`src/rtl/mips_pkg.sv`:
```
// Shared MIPS decode constants and fetch-unit types.
// Opcodes, pc_src2 steering encodings and the fetch FSM state enum.
package mips_pkg;

    localparam logic [5:0] OP_RTYPE = 6'h00;
    localparam logic [5:0] OP_LW    = 6'h23;
    localparam logic [5:0] OP_SW    = 6'h2B;
    localparam logic [5:0] OP_BEQ   = 6'h04;
    localparam logic [5:0] OP_ADDI  = 6'h08;
    localparam logic [5:0] OP_SLTI  = 6'h0A;
    localparam logic [5:0] OP_J     = 6'h02;
    localparam logic [5:0] OP_JAL   = 6'h03;
    // jr is an R-type instruction; this is its func field value
    localparam logic [5:0] OP_JR    = 6'h08;

    localparam logic [1:0] PCS_SEQ      = 2'b00;
    localparam logic [1:0] PCS_JUMP     = 2'b01;
    localparam logic [1:0] PCS_JR       = 2'b10;
    localparam logic [1:0] PCS_JUMP_ALT = 2'b11;

    typedef enum logic [1:0] {
        StReq,
        StWait,
        StHold
    } fetch_state_e;

endpackage

```
`src/rtl/instr_fetch_unit_if.sv`:
```
// Instruction-memory request/response bus between the fetch unit and memory.
interface instr_fetch_unit_if;
    logic        imem_req_valid;
    logic        imem_req_ready;
    logic [31:0] imem_req_addr;
    logic        imem_rsp_valid;
    logic [31:0] imem_rsp_data;

    modport master (
        output imem_req_valid,
        output imem_req_addr,
        input  imem_req_ready,
        input  imem_rsp_valid,
        input  imem_rsp_data
    );

    modport slave (
        input  imem_req_valid,
        input  imem_req_addr,
        output imem_req_ready,
        output imem_rsp_valid,
        output imem_rsp_data
    );
endinterface

```
`src/rtl/next_pc_calc.sv`:
```
// Combinational next-PC selection: jump register, then jump, then taken branch, else sequential.
module next_pc_calc
    import mips_pkg::*;
(
    input  logic [31:0] pc_plus4,
    input  logic [25:0] jump_index,
    input  logic        pc_src,
    input  logic [1:0]  pc_src2,
    input  logic [31:0] jr_target,
    output logic [31:0] next_pc,
    output logic        jr_misaligned
);

    logic [31:0] branch_off;

    // Low 16 bits of the jump index field double as the branch immediate
    assign branch_off = {{14{jump_index[15]}}, jump_index[15:0], 2'b00};

    always_comb begin
        next_pc       = pc_plus4;
        jr_misaligned = 1'b0;
        unique case (pc_src2)
            PCS_JR: begin
                next_pc       = {jr_target[31:2], 2'b00};
                jr_misaligned = |jr_target[1:0];
            end
            PCS_JUMP, PCS_JUMP_ALT: next_pc = {pc_plus4[31:28], jump_index, 2'b00};
            default: begin
                if (pc_src) next_pc = pc_plus4 + branch_off;
            end
        endcase
    end

endmodule

```
`src/rtl/instr_fetch_unit.sv`:
```
// Instruction fetch front end: owns the PC, issues one outstanding imem request at a time
// and holds each fetched word for the decoder until it is accepted.
module instr_fetch_unit
    import mips_pkg::*;
#(
    parameter logic [31:0] RESET_PC = 32'h0000_0000
) (
    input  logic               clk,
    input  logic               rst_n,
    instr_fetch_unit_if.master imem,
    output logic               instr_valid,
    input  logic               instr_ready,
    output logic [31:0]        instr,
    output logic [5:0]         opcode,
    output logic [5:0]         func,
    output logic [31:0]        pc,
    output logic [31:0]        pc_plus4,
    input  logic               pc_src,
    input  logic [1:0]         pc_src2,
    input  logic [31:0]        jr_target,
    output logic               align_err
);

    fetch_state_e state_q, state_d;
    logic [31:0]  pc_q, instr_q, next_pc;
    logic         align_err_q, jr_misaligned, accept, capture, req_valid;

    assign accept  = (state_q == StHold) & instr_ready;
    assign capture = (state_q == StWait) & imem.imem_rsp_valid;

    always_ff @(posedge clk or negedge rst_n) begin
        if (!rst_n) state_q <= StReq;
        else        state_q <= state_d;
    end

    always_comb begin
        state_d = state_q;
        unique case (state_q)
            StReq:   if (imem.imem_req_ready) state_d = StWait;
            StWait:  if (imem.imem_rsp_valid) state_d = StHold;
            StHold:  if (instr_ready)         state_d = StReq;
            default: state_d = StReq;
        endcase
    end

    always_comb begin
        req_valid   = (state_q == StReq);
        instr_valid = (state_q == StHold);
    end

    always_ff @(posedge clk or negedge rst_n) begin
        if (!rst_n) begin
            pc_q        <= RESET_PC;
            instr_q     <= 32'h0;
            align_err_q <= 1'b0;
        end else begin
            if (capture) instr_q <= imem.imem_rsp_data;
            if (accept) begin
                pc_q <= next_pc;
                if (jr_misaligned) align_err_q <= 1'b1;
            end
        end
    end

    next_pc_calc u_next_pc_calc (
        .pc_plus4      (pc_plus4),
        .jump_index    (instr_q[25:0]),
        .pc_src        (pc_src),
        .pc_src2       (pc_src2),
        .jr_target     (jr_target),
        .next_pc       (next_pc),
        .jr_misaligned (jr_misaligned)
    );

    assign imem.imem_req_valid = req_valid;
    assign imem.imem_req_addr  = {pc_q[31:2], 2'b00};
    assign instr               = instr_q;
    assign opcode              = instr_q[31:26];
    assign func                = instr_q[5:0];
    assign pc                  = pc_q;
    assign pc_plus4            = pc_q + 32'd4;
    assign align_err           = align_err_q;

endmodule

```
`src/flat_wrapper.sv`:
```
// flat-port wrapper written by rule: the top's interface ports become plain ports
module instr_fetch_unit_flat import mips_pkg::*;
#(
    parameter logic [31:0] RESET_PC = 32'h0000_0000
)
  (clk, rst_n, instr_valid, instr_ready, instr, opcode, func, pc, pc_plus4, pc_src, pc_src2, jr_target, align_err, imem_imem_req_valid, imem_imem_req_addr, imem_imem_req_ready, imem_imem_rsp_valid, imem_imem_rsp_data);
  instr_fetch_unit_if imem_i ();
  input  logic clk;
  input  logic rst_n;
  output logic instr_valid;
  input  logic instr_ready;
  output logic [31:0] instr;
  output logic [5:0] opcode;
  output logic [5:0] func;
  output logic [31:0] pc;
  output logic [31:0] pc_plus4;
  input  logic pc_src;
  input  logic [1:0] pc_src2;
  input  logic [31:0] jr_target;
  output logic align_err;
  output wire logic [$bits(imem_i.imem_req_valid)-1:0] imem_imem_req_valid;
  output wire logic [$bits(imem_i.imem_req_addr)-1:0] imem_imem_req_addr;
  input wire logic [$bits(imem_i.imem_req_ready)-1:0] imem_imem_req_ready;
  input wire logic [$bits(imem_i.imem_rsp_valid)-1:0] imem_imem_rsp_valid;
  input wire logic [$bits(imem_i.imem_rsp_data)-1:0] imem_imem_rsp_data;
  assign imem_imem_req_valid = imem_i.imem_req_valid;
  assign imem_imem_req_addr = imem_i.imem_req_addr;
  assign imem_i.imem_req_ready = imem_imem_req_ready;
  assign imem_i.imem_rsp_valid = imem_imem_rsp_valid;
  assign imem_i.imem_rsp_data = imem_imem_rsp_data;
  instr_fetch_unit #(.RESET_PC(RESET_PC)) u_core (.clk(clk), .rst_n(rst_n), .imem(imem_i), .instr_valid(instr_valid), .instr_ready(instr_ready), .instr(instr), .opcode(opcode), .func(func), .pc(pc), .pc_plus4(pc_plus4), .pc_src(pc_src), .pc_src2(pc_src2), .jr_target(jr_target), .align_err(align_err));
endmodule
```
`config.mk`:
```
export PLATFORM = sky130hd
export DESIGN_NAME = instr_fetch_unit_flat
export DESIGN_NICKNAME = d
export VERILOG_FILES = /design/src/rtl/mips_pkg.sv /design/src/rtl/instr_fetch_unit_if.sv /design/src/rtl/next_pc_calc.sv /design/src/rtl/instr_fetch_unit.sv /design/src/flat_wrapper.sv
export SDC_FILE = /design/constraint.sdc
export NUM_CORES = 1
export LEC_CHECK = 0
export ABC_CLOCK_PERIOD_IN_PS = 4420
export BUFFER_PORTS_ARGS = -buffer_cell sky130_fd_sc_hd__buf_2
export CORE_MARGIN = 4
export CORE_UTILIZATION = 40
export CTS_CLUSTER_DIAMETER = 30
export DETAILED_ROUTE_END_ITERATION = 8
export GPL_ROUTABILITY_DRIVEN = 0
export PLACE_DENSITY_LB_ADDON = 0.25
export SYNTH_ARGS = -nofsm -noshare
export SYNTH_HDL_FRONTEND = slang
export SYNTH_HIERARCHICAL = 1
export SYNTH_SLANG_ARGS = --single-unit
```
`constraint.sdc`:
```
create_clock -name clk -period 4.42 [get_ports clk]
set_clock_uncertainty 0.1 [all_clocks]
set_input_delay 0.442 -clock clk [delete_from_list [all_inputs] [get_ports clk]]
set_output_delay 0.442 -clock clk [all_outputs]
set_load 0.01 [all_outputs]
```
==> results of run 1 <==
## power by group
part           internal (mW)  switching, mW  leakage [nW]
combinational           1.90           2.49          2.44
sequential             0.905          0.444         0.811
clock                  0.524          0.294         0.159
## metrics by stage
stage / hold WS (ps) / cells / setup WS [ps] / instance area, um2
2_1_floorplan: 46.41 / 642 / 728.2 / 5836
3_3_place_gp: 352.2 / 974 / 202.2 / 6738
3_5_place_dp: 359.9 / 974 / 263.7 / 6738
4_1_cts: 164.2 / 990 / 228.6 / 7067
5_1_grt: 207.8 / 990 / 54.60 / 7077
6_report: 109.8 / 990 / 371.0 / 7077
## worst max path at each step
stage	from	to	slack [ps]	cells past startpoint
after global routing	u_core/pc[2]$_DFFE_PN0P_	u_core/pc[27]$_DFFE_PN0P_	50	15
after CTS	u_core/pc[2]$_DFFE_PN0P_	u_core/pc[27]$_DFFE_PN0P_	230	15
after global placement	u_core/pc[2]$_DFFE_PN0P_	u_core/pc[27]$_DFFE_PN0P_	200	15
after detailed placement	u_core/pc[2]$_DFFE_PN0P_	u_core/pc[27]$_DFFE_PN0P_	260	15
final	u_core/pc[2]$_DFFE_PN0P_	u_core/pc[27]$_DFFE_PN0P_	370	15
after floorplan	u_core/pc[4]$_DFFE_PN0P_	u_core/pc[20]$_DFFE_PN0P_	730	14
## state kept, by name (all words and copies together), names as in the netlist
signal            count
u_core/state_q        2
u_core/instr         32
u_core/pc            32
u_core/align_err      1
## kinds of logic after synthesis
family / after synthesis / share of synthesized area (%)
and+or+nand+nor: 165 / 14.16
AOI/OAI and AO/OA: 159 / 18.30
buffers and inverters: 87 / 9.139
muxes: 79 / 15.00
DFF: 67 / 28.75
xor gates and xnor gates: 52 / 7.810
adders and majority gates: 31 / 6.780
other: 1 / 0.06430
## routing by layer
layer	wire length, um	up-vias	GRT usage, %
met1	8367	2614	32.51
met5	0	-	0
met4	309	0	6.238
met3	1811	25	6.974
li1	-	2628	-
met2	8870	269	35.52
## cells in the final DEF, fill, tap and decap left out, drive strengths merged, types with 3 or more instances in the layout
cell type | synthesis | routed
nand4 | 13 | 13
mux2i | 12 | 12
xnor2 | 34 | 34
xor2 | 18 | 18
o221ai | 10 | 10
nor2b | 4 | 4
and2 | 8 | 8
o211ai | 5 | 5
a31oi | 4 | 4
mux2 | 67 | 67
buf | 56 | 224
nor2 | 36 | 36
clkbuf | 16 | 12
o22ai | 6 | 6
inv | 15 | 15
a22oi | 10 | 10
a211oi | 12 | 12
ha | 30 | 30
nor3 | 9 | 9
and3 | 8 | 8
o21a | 3 | 3
nand2 | 58 | 58
o2111ai | 3 | 3
a21o | 4 | 4
o21bai | 5 | 5
a21oi | 46 | 46
dfrtp | 67 | 67
o21ai | 35 | 35
nand3 | 17 | 17
## worst reg2reg max path, stage by stage (launching register included)
cell and delay, ps:
dfrtp_1 440, ha_1 230, nand3_2 190, nor2_4 210, and3_1 200, xor2_1 300, ha_1 360, nand2_1 180
o221ai_1 160, a21oi_2 270, o21ai_2 150, a31o_1 260, a21oi_1 280, xor2_1 230, o41ai_1 90, mux2_2 270
## cell type report
cell class,instances,area [um2]
repair buffers,224,1154
clock inverters,4,72.57
fillers,1385,7019
multi-input cells,488,3636
well taps,180,225.2
inverters,15,56.30
flip-flops and latches,67,1677
clock buffers,12,256.5
==> flow_metrics.env, run 1 <==
export IMPL_ir_drop_v=0.0003630
export IMPL_fin_crit_sh_pct=91.61
export IMPL_first_pass_iters=5
export IMPL_yosysTopAreaCellShare_pct=28.75
export IMPL_yosys_warnings=6
export IMPL_clock_path_buffers=2
export IMPL_cts_tree="built"
export IMPL_p_per_area_nw_per_um2=927.3
export IMPL_gr_usage_all_layers_pct=23.37
export IMPL_fp_dieW_um=128.7
export IMPL_synth_cells=641
export IMPL_synth_common_cells="dfrtp_1 (67), mux2_2 (67), nand2_1 (58), buf_4 (47), a21oi_1 (44)"
export IMPL_drive_gt1_share_pct=39.75
export IMPL_grt_max_degree=68
export IMPL_reg2reg_from="u_core/pc[2]$_DFFE_PN0P_"
export IMPL_path_cells="ha_1 -> nand3_2 -> nor2_4 -> and3_1 -> xor2_1 -> ha_1 -> nand2_1 -> o221ai_1 -> a21oi_2 -> o21ai_2 -> a31o_1 -> a21oi_1 -> xor2_1 -> o41ai_1 -> mux2_2"
export IMPL_synth_distinct_cells=66
export IMPL_synth_seq_cells=67
export IMPL_setup_viol=0
export IMPL_ios=215
export IMPL_maxCapViolCount=0
export IMPL_cp_end_kind="flip-flop"
export IMPL_relSlewSlack_pct=40.38
export IMPL_vias=5536
export IMPL_grt_setup_unrepaired="no"
export IMPL_synth_enable_flop_cells=0
export IMPL_synth_top_area_cell="dfrtp_1"
export IMPL_core_area_um2=14100
export IMPL_path_clk_slew_ps=60
export IMPL_wl_um=19360
export IMPL_placement_io_buffers=212
export IMPL_dp_hpwl_um=14830
export IMPL_root_buffer="clkbuf_16"
export IMPL_critPathTopFamily="compound AO/OA/AOI/OAI gates"
export IMPL_rows=43
export IMPL_worstSkewPairLatency_ps=350
export IMPL_final_nets=908
export IMPL_drv_slew=0
export IMPL_r2r_end="u_core/pc[27]$_DFFE_PN0P_"
export IMPL_status="completed"
export IMPL_worstPathRequired_ps=4550
export IMPL_mappedNetlistArea_um2=5832
export IMPL_timing_setup_tns_ps=0
export IMPL_hp_class="in -> async"
export IMPL_grt_pass1_vias=5390
export IMPL_clock_sinks=67
export IMPL_grt_ovfl_total=0
export IMPL_worstPathArrival_ps=4180
export IMPL_synthFlopType="dfrtp_1"
export IMPL_wire_per_inst_um=19.55
export IMPL_antenna_found_initial=0
export IMPL_syn_avg_cell_area_um2=9.098
export IMPL_clock_fmax_ghz=0.2470
export IMPL_cts_buffers=9
export IMPL_path_buf_inv=0
export IMPL_antenna_left=0
export IMPL_drtIter0Drc=396
export IMPL_die_area_um2=16580
export IMPL_fin_util_pct=50.20
export IMPL_via_per_inst=5.592
export IMPL_yosysSeqAreaShare_pct=28.75
export IMPL_async_reset_ff_share_pct=100.0
export IMPL_start_util_pct=41.37
export IMPL_hold_viol_final=0
export IMPL_total_power_mw=6.562
export IMPL_drc=0
export IMPL_slowest_delay_ps=440
export IMPL_htree_levels=3
export IMPL_num_antenna_cells=0
export IMPL_p_leak_nw=3.406
export IMPL_critPathKind="reg -> reg"
export IMPL_start_kind="flip-flop"
export IMPL_cts_hold_buffers=0
export IMPL_synth_area_top_cells="dfrtp_1 (29%), mux2_2 (13%), ha_1 (6.4%)"
export IMPL_r2r_cells=15
export IMPL_cts_setup_buffers=0
export IMPL_worst_r2r_setup_slack_ps=370
export IMPL_cp_max_fo=7
export IMPL_grt_first_pass_wirelength_um=30110
export IMPL_period_needed_ps=4049
export IMPL_cp_slowest_cell="dfrtp_1"
export IMPL_fp_dieH_um=128.7
export IMPL_cts_resized_gates=0
export IMPL_syn2layout_area_growth_pct=21.35
export IMPL_worst_pin_slew_ps=894.4
Power figures use the tool's default switching activity.
==> run 2: changes to the inputs <==
--- a/config.mk
+++ b/config.mk
@@ -5,7 +5,7 @@
 export SDC_FILE = /design/constraint.sdc
 export NUM_CORES = 1
 export LEC_CHECK = 0
-export ABC_CLOCK_PERIOD_IN_PS = 4420
+export ABC_CLOCK_PERIOD_IN_PS = 4400
 export BUFFER_PORTS_ARGS = -buffer_cell sky130_fd_sc_hd__buf_2
 export CORE_MARGIN = 4
 export CORE_UTILIZATION = 40
==> constraint.sdc (replaced) <==
create_clock -name clk -period 4.4 [get_ports clk]
set_clock_uncertainty 0.1 [all_clocks]
set_input_delay 0.44 -clock clk [delete_from_list [all_inputs] [get_ports clk]]
set_output_delay 0.44 -clock clk [all_outputs]
set_load 0.01 [all_outputs]
==> run 2 against run 1 <==
Effect of this change:
- power rose by 1.5%
- wire length rose by 1.2%
- final cell count rose by 0.10%
- die area did not move
- combinational power rose by 1%
- global-route usage fell by 0.12 points
- flip-flop and latch count did not move
- sequential share of layout area fell by 0.10 points
- cell area rose by 0.44%
- critical endpoint unchanged
- largest power group unchanged
- highest routed layer unchanged
==> flow_metrics.env, run 2 (synthesis gave the netlist of run 1 again) <==
export IMPL_status="completed"
export IMPL_clock_sinks=67
export IMPL_wire_per_inst_um=19.76
export IMPL_drc=0
export IMPL_clock_fmax_ghz=0.2387
export IMPL_critPathTopFamily="compound AO/OA/AOI/OAI gates"
export IMPL_grt_util_met3_pct=6.517
export IMPL_p_leak_nw=3.413
export IMPL_rows=43
export IMPL_grt_setup_unrepaired="no"
export IMPL_root_buffer="clkbuf_16"
export IMPL_setup_viol=0
export IMPL_ir_drop_v=0.0004509
export IMPL_antenna_left=0
export IMPL_hold_viol_final=0
export IMPL_start_kind="flip-flop"
export IMPL_grt_pass1_vias=5303
export IMPL_met1_usage_pct=32.09
export IMPL_ios=215
export IMPL_cts_tree="built"
export IMPL_via_per_inst=5.622
export IMPL_fin_crit_sh_pct=95.22
export IMPL_mostFrequentLayoutCells="buf_2 (211), mux2_2 (67), dfrtp_1 (67), nand2_1 (58), a21oi_1 (42)"
export IMPL_slowest_delay_ps=450
export IMPL_place_area_um2=6738
export IMPL_grt_first_pass_wirelength_um=30010
export IMPL_antenna_found_initial=0
export IMPL_cp_max_fo=7
export IMPL_period_needed_ps=4190
export IMPL_r2r_end="u_core/pc[27]$_DFFE_PN0P_"
export IMPL_wl_um=19580
export IMPL_r2r_cells=15
export IMPL_dp_cells=974
export IMPL_path_buf_inv=0
export IMPL_grt_max_degree=68
export IMPL_num_antenna_cells=0
export IMPL_fp_dieW_um=128.7
export IMPL_fp_dieH_um=128.7
export IMPL_worstPathRequired_ps=4530
export IMPL_stdcell_area_um2=7108
export IMPL_drive_gt1_share_pct=40.07
export IMPL_final_common_cell="buf_2"
export IMPL_nFillCells=1386
export IMPL_vias=5571
export IMPL_worst_pin_slew_ps=900.6
export IMPL_holdWs_ps=125.4
export IMPL_start_util_pct=41.37
export IMPL_critPathLaunch="u_core/pc[2]$_DFFE_PN0P_"
export IMPL_timing_setup_tns_ps=0
export IMPL_hp_class="in -> async"
export IMPL_relSlewSlack_pct=39.96
export IMPL_maxCapViolCount=0
export IMPL_gr_usage_all_layers_pct=23.26
export IMPL_cp_slowest_cell="dfrtp_1"
export IMPL_first_pass_iters=5
export IMPL_worst_r2r_setup_slack_ps=210
export IMPL_top_usage_layer="met2"
export IMPL_drtIter0Drc=425
export IMPL_grt_ovfl_total=0
export IMPL_cts_hold_buffers=0
export IMPL_dp_hpwl_um=14850
export IMPL_worstSkewPairLatency_ps=340
export IMPL_placement_io_buffers=212
export IMPL_htree_levels=3
export IMPL_clock_path_buffers=2
export IMPL_worstPathArrival_ps=4320
export IMPL_use_met2_pct=35.37
export IMPL_path_clk_slew_ps=60
export IMPL_core_area_um2=14100
export IMPL_critPathKind="reg -> reg"
export IMPL_drv_slew=0
export IMPL_die_area_um2=16580
export IMPL_final_nets=909
export IMPL_p_per_area_nw_per_um2=936.7
export IMPL_cts_buffers=9
export IMPL_fin_cells=991
export IMPL_fin_util_pct=50.43
export IMPL_reg2reg_from="u_core/pc[2]$_DFFE_PN0P_"
export IMPL_syn2layout_area_growth_pct=21.88
export IMPL_path_cells="ha_1 -> nand3_1 -> nor2_4 -> and3_1 -> xor2_2 -> ha_1 -> nand2_1 -> o221ai_1 -> a21oi_2 -> o21ai_2 -> a31o_1 -> a21oi_2 -> xor2_1 -> o41ai_1 -> mux2_2"
export IMPL_cp_end_kind="flip-flop"
run 2: per-stage QoR:
| stage | power (mW) | setup slack, ps |
|---|---|---|
| 6_report | 6.658 | 210.2 |
| 5_1_grt | 7.150 | 13.91 |
| 4_1_cts | 6.620 | 87.39 |
| 3_5_place_dp | 5.720 | 109.3 |
| 3_3_place_gp | 5.710 | 122.2 |
| 2_1_floorplan | 4.490 | 708.2 |
run 2: layer usage:
layer / part of all wire, % / vias up
met2: 45 / 257
met4: 2.0 / 0
met3: 8.8 / 28
met5: 0 / -
li1: - / 2620
met1: 44 / 2666
run 2: what timing repair did:
action | 4_1_cts | 5_1_grt
buffers inserted | 0 | 1
gates resized for setup | 0 | 4
endpoints found under the setup margin | 0 | 7
run 2: final cells by class:
| type | count | area [um2] | share of cell area, % |
|---|---|---|---|
| Multi-Input combinational cell | 488 | 3646 | 51.29 |
| Sequential cell | 67 | 1677 | 23.59 |
| Timing Repair Buffer | 225 | 1161 | 16.34 |
| Clock buffer | 10 | 229.0 | 3.221 |
| Tap cell | 180 | 225.2 | 3.168 |
| Clock inverter | 6 | 113.9 | 1.602 |
| Inverter | 15 | 56.30 | 0.7921 |
run 2: worst max path at each step:
stage                                           end  slack (ps)  depth (start not counted)
after floorplan           u_core/pc[20]$_DFFE_PN0P_         710                         14
after global placement    u_core/pc[27]$_DFFE_PN0P_         120                         15
after detailed placement  u_core/pc[27]$_DFFE_PN0P_         110                         15
after CTS                 u_core/pc[27]$_DFFE_PN0P_          90                         15
after global routing      u_core/pc[31]$_DFFE_PN0P_          10                         16
final                     u_core/pc[27]$_DFFE_PN0P_         210                         15
run 2: report_power, final:
part	total (mW)	internal (mW)	switching, mW
Combinational	4.45	1.92	2.53
Sequential	1.35	0.909	0.440
Clock	0.856	0.555	0.300
==> run 3: changes to the inputs <==
--- a/config.mk
+++ b/config.mk
@@ -5,7 +5,7 @@
 export SDC_FILE = /design/constraint.sdc
 export NUM_CORES = 1
 export LEC_CHECK = 0
-export ABC_CLOCK_PERIOD_IN_PS = 4400
+export ABC_CLOCK_PERIOD_IN_PS = 3790
 export BUFFER_PORTS_ARGS = -buffer_cell sky130_fd_sc_hd__buf_2
 export CORE_MARGIN = 4
 export CORE_UTILIZATION = 40
==> constraint.sdc (replaced) <==
create_clock -name clk -period 3.79 [get_ports clk]
set_clock_uncertainty 0.1 [all_clocks]
set_input_delay 0.379 -clock clk [delete_from_list [all_inputs] [get_ports clk]]
set_output_delay 0.379 -clock clk [all_outputs]
set_load 0.01 [all_outputs]
==> run 3 against run 2 <==
Effect of this change:
- count of clock-buffer cells in the layout up 1
- maximum frequency up 14%
- utilization up 3.8 points
- power up 23%
- global-route usage up 0.12 points
- non-clock buffer count up 57
- hold slack worse by 49 ps
- first-iteration DRC count down 12%
- cell area up 7.6%
- sequential share of layout area down 1.7 points
- sequential power up 7%
- critical path depth down 1
- critical endpoint is now u_core/pc[30]$_DFFE_PN0P_
- largest cell class unchanged
==> flow_metrics.env, run 3 (synthesis gave the netlist of run 1 again) <==
export IMPL_drv_slew=0
export IMPL_cp_max_fo=10
export IMPL_place_area_um2=7083
export IMPL_worst_pin_slew_ps=912.3
export IMPL_p_sw_share_pct=48.29
export IMPL_placement_io_buffers=212
export IMPL_total_power_mw=8.183
export IMPL_worstPathRequired_ps=3920
export IMPL_grt_setup_unrepaired="yes"
export IMPL_fp_dieW_um=128.7
export IMPL_clock_fmax_ghz=0.2710
export IMPL_start_util_pct=41.37
export IMPL_p_sw_mw=3.951
export IMPL_clock_sinks=67
export IMPL_root_buffer="clkbuf_16"
export IMPL_path_cells="and4_1 -> and2_4 -> nand3_1 -> xnor2_2 -> ha_1 -> a21oi_1 -> o21ai_0 -> a41o_1 -> a211oi_1 -> o22ai_1 -> a21oi_1 -> xor2_1 -> o21ai_0 -> mux2_2"
export IMPL_antenna_found_initial=0
export IMPL_period_needed_ps=3690
export IMPL_setup_viol=0
export IMPL_syn2layout_area_growth_pct=31.17
export IMPL_fin_util_pct=54.27
export IMPL_cp_end_kind="flip-flop"
export IMPL_grt_first_pass_wirelength_um=30390
export IMPL_fin_crit_sh_pct=97.37
export IMPL_relSlewSlack_pct=39.18
export IMPL_slowest_delay_ps=400
export IMPL_mostFrequentLayoutCells="buf_2 (211), buf_4 (71), mux2_2 (67), dfrtp_1 (67), nand2_1 (57)"
export IMPL_place_ws_ps=-183.1
export IMPL_gr_usage_all_layers_pct=23.38
export IMPL_final_common_cell="buf_2"
export IMPL_p_leak_nw=3.753
export IMPL_first_pass_iters=6
export IMPL_num_antenna_cells=0
export IMPL_cp_slowest_cell="dfrtp_1"
export IMPL_hold_viol_final=0
export IMPL_cts_tree="built"
export IMPL_rows=43
export IMPL_p_per_area_nw_per_um2=1070
export IMPL_fp_dieH_um=128.7
export IMPL_critPathKind="reg -> reg"
export IMPL_grt_pass1_vias=5478
export IMPL_htree_levels=3
export IMPL_wire_per_inst_um=18.88
export IMPL_grt_ovfl_total=0
export IMPL_pwr_share_comb_pct=72.3
export IMPL_hp_class="in -> async"
export IMPL_cts_buffers=9
export IMPL_worstPathArrival_ps=3820
export IMPL_seqPwrFrac_pct=17.7
export IMPL_stdcell_area_um2=7650
export IMPL_path_clk_slew_ps=60
export IMPL_clockPowerShare_pct=10.0
export IMPL_grt_max_degree=68
export IMPL_layout_setup_ws_ps=99.73
export IMPL_drc=0
export IMPL_worstSkewPairLatency_ps=340
export IMPL_nFillCells=1342
export IMPL_status="completed"
export IMPL_core_area_um2=14100
export IMPL_wl_um=19790
export IMPL_start_kind="flip-flop"
export IMPL_drive_gt1_share_pct=47.24
export IMPL_holdWs_ps=76.24
export IMPL_die_area_um2=16580
export IMPL_final_nets=966
export IMPL_multi_input_area_um2=3812
export IMPL_via_per_inst=5.516
export IMPL_ios=215
export IMPL_drtIter0Drc=375
export IMPL_dp_hpwl_um=15250
export IMPL_ff_latch_area_um2=1677
export IMPL_internal_power_mw=4.232
export IMPL_maxCapViolCount=0
export IMPL_ir_drop_v=0.0004360
export IMPL_clock_path_buffers=2
export IMPL_antenna_left=0
export IMPL_vias=5781
[run 3: layout make-up]
class                   count  share of cell area, %
clock buffers              11                  3.304
clock inverters             5                 0.4907
inverters                  15                 0.7360
multi-input cells         488                  49.84
flip-flops and latches     67                  21.92
well taps                 180                  2.944
repair buffers            282                  20.77
[run 3: routing by layer]
metal / wire (um) / global-route usage [%] / part of all wire, % / vias to the layer above
li1: - / - / - / 2741
met1: 8850 / 33.54 / 45 / 2755
met2: 8999 / 35.82 / 45 / 258
met3: 1564 / 4.649 / 7.9 / 27
met4: 371 / 6.609 / 1.9 / 0
met5: 0 / 0 / 0 / -
[run 3: stage by stage]
step | TNS [ps] | instances
6_report | 0 | 1048
5_1_grt | -285.2 | 1048
4_1_cts | 0 | 1040
3_5_place_dp | -316.5 | 1020
3_3_place_gp | -443.1 | 1020
2_1_floorplan | 0 | 642
[run 3: path summary, 6_finish.rpt]
kind | startpoint | endpoint | slack, ps | cells after the start
setup / recovery | u_core/pc[10]$_DFFE_PN0P_ | u_core/pc[30]$_DFFE_PN0P_ | 100 | 14
hold / removal | rst_n | u_core/state_q[0]$_DFFE_PN0P_ | 80 | 1
setup reg to reg | u_core/pc[10]$_DFFE_PN0P_ | u_core/pc[30]$_DFFE_PN0P_ | 100 | 14
hold reg to reg | u_core/state_q[1]$_DFFE_PN0P_ | u_core/state_q[0]$_DFFE_PN0P_ | 370 | 1
max in group asynchronous | rst_n | u_core/pc[0]$_DFFE_PN0P_ | 2930 | 1
min in group clk | imem_imem_rsp_data[0] | u_core/instr[0]$_DFFE_PN0P_ | 170 | 2
[run 3: repair_timing]
action,4_1_cts,5_1_grt
setup buffers,4,8
resized for setup,4,32
pin swaps,1,10
hold buffers,0,0
setup endpoints to repair,4,14
cloned,0,0
[run 3: power by group through the flow]
stage	Clock [mW]	Combinational, mW	Sequential [mW]
CTS	0.837	5.65	1.43
detailed placement	0	5.55	1.44
floorplan	0	3.60	1.61
global placement	0	5.55	1.43
finish	0.820	5.92	1.45
global route	0.862	6.44	1.50
[run 3: critical path, delay by kind of cell (launching register included)]
family                   cells  cell delay, ps
XOR/XNOR                     2             460
multiplexers                 1             270
AND/OR/NAND/NOR              3             720
adder cells (fa/ha/maj)      1             330
AO/OA/AOI/OAI                7            1280
flip-flops                   1             400
